--- src/rtl/if_id_buffer_if.sv ---
// Fetch/decode handshake bundle for the IF/ID instruction buffer, including the
// decode-side immediate field slices taken from the head instruction.
interface if_id_buffer_if #(
  parameter int XLEN = 32
);
  logic            in_valid;
  logic            in_ready;
  logic [XLEN-1:0] in_pc;
  logic [XLEN-1:0] in_instr;
  logic            flush;
  logic            out_valid;
  logic            out_ready;
  logic [XLEN-1:0] out_pc;
  logic [XLEN-1:0] out_instr;
  logic [11:0]     iimm;
  logic [11:0]     simm;
  logic [11:0]     bimm;
  logic [19:0]     uimm;
  logic [19:0]     jimm;
  logic [4:0]      i_smm;

  modport slave (
    input  in_valid, in_pc, in_instr, flush, out_ready,
    output in_ready, out_valid, out_pc, out_instr,
    output iimm, simm, bimm, uimm, jimm, i_smm
  );

  modport master (
    output in_valid, in_pc, in_instr, flush, out_ready,
    input  in_ready, out_valid, out_pc, out_instr,
    input  iimm, simm, bimm, uimm, jimm, i_smm
  );
endinterface

--- src/rtl/if_id_buffer.sv ---
// Circular IF/ID buffer queuing {pc, instr} pairs, with flush and immediate slices.
// Optional saturating stall/flush-drop counters are enabled by IFID_PERF_CNT_EN.
module if_id_buffer #(
  parameter int DEPTH = 2,
  parameter int XLEN  = 32
) (
  input  logic              clk,
  input  logic              rst,
  if_id_buffer_if.slave     bus
`ifdef IFID_PERF_CNT_EN
  ,
  output logic [31:0]       stall_cnt,
  output logic [31:0]       flush_drop_cnt
`endif
);
  localparam int PW = $clog2(DEPTH);
  localparam int CW = PW + 1;
  localparam logic [XLEN-1:0] NOP_INSTR = XLEN'(32'h0000_0013);

  logic [XLEN-1:0] r_pc_mem    [DEPTH];
  logic [XLEN-1:0] r_instr_mem [DEPTH];
  logic [PW-1:0]   r_wptr;
  logic [PW-1:0]   r_rptr;
  logic [CW-1:0]   r_count;
  logic            w_push;
  logic            w_pop;

  // Handshake flags come from registered count only, never from out_ready.
  assign bus.in_ready  = (r_count != CW'(DEPTH));
  assign bus.out_valid = (r_count != CW'(0));
  assign w_push = bus.in_valid & bus.in_ready & ~bus.flush;
  assign w_pop  = bus.out_valid & bus.out_ready & ~bus.flush;

  // Storage write port; the array itself is intentionally not reset.
  always_ff @(posedge clk) begin
    if (w_push) begin
      r_pc_mem[r_wptr]    <= bus.in_pc;
      r_instr_mem[r_wptr] <= bus.in_instr;
    end
  end

  // Pointer and occupancy state; flush outranks push and pop.
  always_ff @(posedge clk or posedge rst) begin
    if (rst) begin
      r_wptr  <= '0;
      r_rptr  <= '0;
      r_count <= '0;
    end else if (bus.flush) begin
      r_wptr  <= '0;
      r_rptr  <= '0;
      r_count <= '0;
    end else begin
      if (w_push) begin
        r_wptr <= r_wptr + PW'(1);
      end
      if (w_pop) begin
        r_rptr <= r_rptr + PW'(1);
      end
      case ({w_push, w_pop})
        2'b10:   r_count <= r_count + CW'(1);
        2'b01:   r_count <= r_count - CW'(1);
        default: r_count <= r_count;
      endcase
    end
  end

  // Head entry, or a NOP at pc 0 while empty.
  always_comb begin
    bus.out_pc    = '0;
    bus.out_instr = NOP_INSTR;
    if (bus.out_valid) begin
      bus.out_pc    = r_pc_mem[r_rptr];
      bus.out_instr = r_instr_mem[r_rptr];
    end else begin
      bus.out_pc    = '0;
      bus.out_instr = NOP_INSTR;
    end
  end

  assign bus.iimm  = bus.out_instr[31:20];
  assign bus.simm  = {bus.out_instr[31:25], bus.out_instr[11:7]};
  assign bus.bimm  = {bus.out_instr[31], bus.out_instr[7], bus.out_instr[30:25], bus.out_instr[11:8]};
  assign bus.uimm  = bus.out_instr[31:12];
  assign bus.jimm  = {bus.out_instr[31], bus.out_instr[19:12], bus.out_instr[20], bus.out_instr[30:21]};
  assign bus.i_smm = bus.out_instr[24:20];

`ifdef IFID_PERF_CNT_EN
  logic [31:0] r_stall_cnt;
  logic [31:0] r_flush_drop_cnt;
  logic [32:0] w_drop_sum;

  assign w_drop_sum = {1'b0, r_flush_drop_cnt} + 33'(r_count);

  // Saturating performance counters.
  always_ff @(posedge clk or posedge rst) begin
    if (rst) begin
      r_stall_cnt      <= 32'd0;
      r_flush_drop_cnt <= 32'd0;
    end else begin
      if (bus.out_valid && !bus.out_ready && (r_stall_cnt != 32'hFFFF_FFFF)) begin
        r_stall_cnt <= r_stall_cnt + 32'd1;
      end
      if (bus.flush) begin
        r_flush_drop_cnt <= w_drop_sum[32] ? 32'hFFFF_FFFF : w_drop_sum[31:0];
      end
    end
  end

  assign stall_cnt      = r_stall_cnt;
  assign flush_drop_cnt = r_flush_drop_cnt;
`endif
endmodule

--- src/flat_wrapper.sv ---
// flat-port wrapper written by rule: the top's interface ports become plain ports
module if_id_buffer_flat 
#(
  parameter int DEPTH = 2,
  parameter int XLEN  = 32
)
  (clk, rst, bus_in_valid, bus_in_pc, bus_in_instr, bus_flush, bus_out_ready, bus_in_ready, bus_out_valid, bus_out_pc, bus_out_instr, bus_iimm, bus_simm, bus_bimm, bus_uimm, bus_jimm, bus_i_smm);
  if_id_buffer_if #(.XLEN(XLEN)) bus_i ();
  input  logic clk;
  input  logic rst;
  input wire logic [$bits(bus_i.in_valid)-1:0] bus_in_valid;
  input wire logic [$bits(bus_i.in_pc)-1:0] bus_in_pc;
  input wire logic [$bits(bus_i.in_instr)-1:0] bus_in_instr;
  input wire logic [$bits(bus_i.flush)-1:0] bus_flush;
  input wire logic [$bits(bus_i.out_ready)-1:0] bus_out_ready;
  output wire logic [$bits(bus_i.in_ready)-1:0] bus_in_ready;
  output wire logic [$bits(bus_i.out_valid)-1:0] bus_out_valid;
  output wire logic [$bits(bus_i.out_pc)-1:0] bus_out_pc;
  output wire logic [$bits(bus_i.out_instr)-1:0] bus_out_instr;
  output wire logic [$bits(bus_i.iimm)-1:0] bus_iimm;
  output wire logic [$bits(bus_i.simm)-1:0] bus_simm;
  output wire logic [$bits(bus_i.bimm)-1:0] bus_bimm;
  output wire logic [$bits(bus_i.uimm)-1:0] bus_uimm;
  output wire logic [$bits(bus_i.jimm)-1:0] bus_jimm;
  output wire logic [$bits(bus_i.i_smm)-1:0] bus_i_smm;
  assign bus_i.in_valid = bus_in_valid;
  assign bus_i.in_pc = bus_in_pc;
  assign bus_i.in_instr = bus_in_instr;
  assign bus_i.flush = bus_flush;
  assign bus_i.out_ready = bus_out_ready;
  assign bus_in_ready = bus_i.in_ready;
  assign bus_out_valid = bus_i.out_valid;
  assign bus_out_pc = bus_i.out_pc;
  assign bus_out_instr = bus_i.out_instr;
  assign bus_iimm = bus_i.iimm;
  assign bus_simm = bus_i.simm;
  assign bus_bimm = bus_i.bimm;
  assign bus_uimm = bus_i.uimm;
  assign bus_jimm = bus_i.jimm;
  assign bus_i_smm = bus_i.i_smm;
  if_id_buffer #(.DEPTH(DEPTH), .XLEN(XLEN)) u_core (.clk(clk), .rst(rst), .bus(bus_i));
endmodule
--- config.mk ---
export PLATFORM = sky130hd
export DESIGN_NAME = if_id_buffer_flat
export DESIGN_NICKNAME = d
export VERILOG_FILES = /design/src/rtl/if_id_buffer_if.sv /design/src/rtl/if_id_buffer.sv /design/src/flat_wrapper.sv
export SDC_FILE = /design/constraint.sdc
export NUM_CORES = 1
export LEC_CHECK = 0
export CORE_MARGIN = 2
export CORE_UTILIZATION = 40
export CTS_CLUSTER_SIZE = 25
export DETAILED_ROUTE_END_ITERATION = 8
export DONT_BUFFER_PORTS = 1
export GPL_TIMING_DRIVEN = 0
export PLACE_DENSITY = 0.59
export SYNTH_ARGS = -nofsm -noshare
export SYNTH_HDL_FRONTEND = slang
export SYNTH_SLANG_ARGS = --single-unit
--- constraint.sdc ---
create_clock -name clk -period 6.2 [get_ports clk]
set_input_delay 0.62 -clock clk [delete_from_list [all_inputs] [get_ports clk]]
set_output_delay 0.62 -clock clk [all_outputs]
set_load 0.01 [all_outputs]
==> out/summary.md <==
The flow ran to the end, and the final reports show no timing, DRC or antenna violations. The number of flip-flops and latches in the synthesized netlist is 132. Summed over all cells, the static leakage comes to 2.44 nW.

The tools report the depth of the CTS H-tree as 4. The pin slew with the least headroom to its limit was 0.595 ns. The via count of the first global-routing pass is 2,859, and the overflow left after global routing is 0.

The number of clock buffers added by TritonCTS is 17. On the final layout, the worst clock skew is 0.00619 ns. The run gives 15,200 µm² as the area of the die. Synthesis-to-layout area growth: 17.7%. The multiplexer share of the synthesized area works out to 0.115.

The adder-cell share of the synthesized area was 0; the number of search-and-repair iterations in the first detailed-routing pass was 4. The post-synthesis async set-or-reset flop share works out to 0.0303. The complex-gate fraction of the synthesized area is 0.00860, and the relative slew slack is 0.601.

The tool flagged a number of max-cap violations equal to 0. The path class of the tightest hold or removal check is in2reg. The worst setup path is captured at an output pin.

Clock tree synthesis found a total of 132 sinks. Setup repair after global routing left no endpoint under its margin. Entering global routing, the biggest net connects 17 pins. The detailed router finished its first iteration with 108 violations.

The logs give 5.58 ns for the required time reported for the critical path endpoint and 0 for the number of buffers added for setup after CTS. The worst path arrival time came out at 1.97 ns. Switching power as a share of total power: 0.227.

In the synthesized netlist, the number of instances is 378. The logs give 0.142 for the aggregate global-route resource usage and 1,211 for the fill cell total of the finished layout. The maximum clock insertion buffer count was 2; the half-perimeter wire length of the detailed placement result was 7.72 mm. Post-route clock period utilization: 0.418. The count of nets left with antenna violations after detail routing is 0.

The fraction of layout instances using a drive strength above 1 was 0.336. Shortest period the worst path allows: 2.59 ns. In the synthesized netlist the dominant register cell turns out to be sky130_fd_sc_hd__edfxtp_1. The tools report the post-place instance area as 6040 µm². Yosys printed 0 warnings. STA classifies the critical path startpoint as a flip-flop. The tools report the sequential power share as 0.441.

The number of cells on the worst reg-to-reg path is 6. The number of I/O port buffers is 0. Before CTS, the worst setup slack after placement is 3.97 ns. The core region is 13,900 µm². Summing over every cut layer, the via total after detailed routing is 2,868.

Clock-pin slew was measured on the worst setup and hold paths at 0.06 ns. The run gives 10.6 mm as the total wire length after detailed routing. The run gives 0.450 as the clock group share of total power. At the later pin of the worst-skew pair, clock insertion delay measures 0.41 ns. In this run the clock root is driven by a sky130_fd_sc_hd__clkbuf_16.

The critical path in this run is classified as reg2out. The signal on the critical path passes through nor2_2 -> buf_2 -> nor2_1 -> buf_4. TritonCTS built the clock tree. Area fraction in and, or, nand and nor cells after synthesis: 0.0529.

216 I/O pins were placed. The dominant combinational cell family by area after synthesis was buffers and inverters. Across the VDD grid, the largest voltage drop is 0.000207 V.

The synthesized design contains 128 enable-type register cells. The number of cells traversed by the worst hold path was 1; the number of antenna violations at the first check in global routing was 0. Of all nets on the critical path, the largest fanout is 10. The number of cell rows is 43. The run gives 0.695 as the share of synthesized area occupied by flip-flops and latches.

Routability-driven placement finished with a final weighted congestion of 0.739. After the last flow step, the layout net total stands at 479. The proportion of power drawn by combinational gates is 0.109, and the post-synthesis instance area is 5670 µm².

The share of the synthesized netlist area taken by xor and xnor gates was 0.00154. The number of endpoints with negative hold slack in the final report was 0. The first global-routing pass estimated 15.4 mm of wire.

The worst-path cell with the longest stage delay was sky130_fd_sc_hd__dfrtp_1. The width of the chip came out at 123 µm. Once routing completed, OpenROAD measured the worst setup slack at 3.61 ns.

From bottom edge to top edge, the die measures 123 µm. The biggest cell delay along the critical path came out at 0.44 ns. In this run the power density over the cells is 348 nW/µm². The DRC violation count after routing came out at 0.

The mean post-synth cell area came out at 15.0 µm². For the number of endpoints failing setup at the final stage, the log shows 0. The netlist uses 23 different library cells. The routed wire length per instance works out to 17.6 µm.

For the starting density of the core, the log shows 0.409. The number of antenna diodes in the final layout is 0. The logs give 0 for the final-report max-slew violation count and 447 for the post-synth net total. The internal portion of the total power is 0.00180 W.

The run gives 0 as the total of cells resized after clock tree synthesis. The timing-limited maximum frequency was 385 MHz; the detailed-route vias per instance was 4.76. In this run the power spent charging and discharging nets is 0.000527 W. The post-layout instance area is 6680 µm².
[layout by cell type, fill, tap and decap left out]
cell type and n:
sky130_fd_sc_hd__a21o_1 1, sky130_fd_sc_hd__a21oi_1 3, sky130_fd_sc_hd__a21oi_2 1, sky130_fd_sc_hd__buf_2 7, sky130_fd_sc_hd__buf_4 83, sky130_fd_sc_hd__buf_6 16, sky130_fd_sc_hd__bufinv_16 4, sky130_fd_sc_hd__clkbuf_16 17
sky130_fd_sc_hd__clkinv_1 2, sky130_fd_sc_hd__clkinv_2 1, sky130_fd_sc_hd__clkinv_4 2, sky130_fd_sc_hd__clkinvlp_4 1, sky130_fd_sc_hd__dfrtp_1 4, sky130_fd_sc_hd__dlygate4sd3_1 1, sky130_fd_sc_hd__edfxtp_1 128, sky130_fd_sc_hd__inv_1 3
sky130_fd_sc_hd__inv_2 1, sky130_fd_sc_hd__inv_6 5, sky130_fd_sc_hd__mux2i_1 65, sky130_fd_sc_hd__nand2_1 4, sky130_fd_sc_hd__nand3b_1 1, sky130_fd_sc_hd__nor2_1 62, sky130_fd_sc_hd__nor2_2 1, sky130_fd_sc_hd__nor2b_1 1
sky130_fd_sc_hd__nor3_2 1, sky130_fd_sc_hd__nor3b_1 1, sky130_fd_sc_hd__nor3b_2 1, sky130_fd_sc_hd__o211ai_1 1, sky130_fd_sc_hd__o21ai_0 2, sky130_fd_sc_hd__or2_2 1, sky130_fd_sc_hd__or3_1 1, sky130_fd_sc_hd__xor2_1 1
[power by group through the flow]
| stage | Sequential (W) | Combinational (W) | Clock, W |
|---|---|---|---|
| final | 0.00102 | 0.000253 | 0.00104 |
| after global routing | 0.00103 | 0.000279 | 0.00111 |
| after CTS | 0.00102 | 0.000259 | 0.00107 |
| after detailed placement | 0.00104 | 0.000258 | 0 |
| after global placement | 0.00105 | 0.000248 | 0 |
| after floorplan | 0.00105 | 0.000208 | 0 |
[worst paths after layout]
check / startpoint / end / slack, ns
worst min register to register: u_core.r_wptr / u_core.r_wptr / 0.59
worst min-delay path: bus_flush / u_core.r_count[1] / 0.26
min in group asynchronous: rst / u_core.r_count[0] / 0.54
worst max register to register: u_core.r_count[1] / u_core.r_instr_mem[1][2] / 4.11
max in group asynchronous: rst / u_core.r_rptr / 5.51
worst max-delay path: u_core.r_count[1] / bus_iimm[0] / 3.61
[layer usage]
layer | wire (µm) | global-route usage
met2 | 5330 | 0.237
met3 | 1350 | 0.0853
met1 | 3810 | 0.146
met5 | 0 | 0
met4 | 133 | 0.0554
[cells in the mapped netlist (2+ instances only)]
cell type | instances | share of area
sky130_fd_sc_hd__dfrtp_1 | 4 | 0.018
sky130_fd_sc_hd__edfxtp_1 | 128 | 0.68
sky130_fd_sc_hd__a21oi_1 | 3 | 0.0026
sky130_fd_sc_hd__mux2i_1 | 65 | 0.11
sky130_fd_sc_hd__nor2_1 | 62 | 0.041
sky130_fd_sc_hd__inv_1 | 3 | 0.0020
sky130_fd_sc_hd__nor3b_1 | 2 | 0.0026
sky130_fd_sc_hd__nand2_1 | 4 | 0.0026
sky130_fd_sc_hd__buf_6 | 5 | 0.0099
sky130_fd_sc_hd__buf_2 | 7 | 0.0062
sky130_fd_sc_hd__o21ai_0 | 2 | 0.0018
sky130_fd_sc_hd__buf_4 | 82 | 0.11
[worst max-delay path, delay by kind of cell, from the launching register on]
family / cells / cell delay [ns]
simple gates: 2 / 0.61
flops: 1 / 0.44
buf+inv: 2 / 0.51
[kinds of logic (layout without fill, tap and decap cells)]
logic type / after synthesis / count (layout)
and+or+nand+nor: 74 / 74
AOI/OAI and AO/OA: 8 / 8
xor gates and xnor gates: 1 / 1
buffers and inverters: 98 / 143
muxes: 65 / 65
DFF: 132 / 132
[final cells by class]
| type | instances | area, µm² | area share |
|---|---|---|---|
| inverter | 4 | 15.0 | 0.00225 |
| clock inverter | 15 | 201 | 0.0302 |
| buffer | 94 | 707 | 0.106 |
| clock buffer | 17 | 425 | 0.0637 |
| tap | 180 | 225 | 0.0337 |
| timing repair buffer | 13 | 141 | 0.0212 |
| sequential | 132 | 3940 | 0.591 |
| multi-input combinational | 148 | 1020 | 0.153 |
[registers in the layout, indices dropped and copies added (netlist names)]
name / cells
u_core.r_rptr: 1
u_core.r_wptr: 1
u_core.r_instr_mem: 64
u_core.r_pc_mem: 64
u_core.r_count: 2
[metrics by stage]
stage	utilization	hold WS [ns]	total power [W]	setup TNS [ns]	std cells
after floorplan	-	0.386	0.00125	0	378
after global placement	0.425	0.404	0.00130	-331.35	558
after detailed placement	0.435	0.414	0.00130	0	570
after CTS	0.481	0.234	0.00236	0	603
after global routing	0.481	0.236	0.00241	0	603
final	0.481	0.257	0.00232	0	603
[repair_timing]
action / 4_1_cts / 5_1_grt
hold buffers: 1 / 0
setup endpoints to repair: 0 / 0
endpoints found under the hold margin: 4 / 0
(Power assumes the default switching activity.)
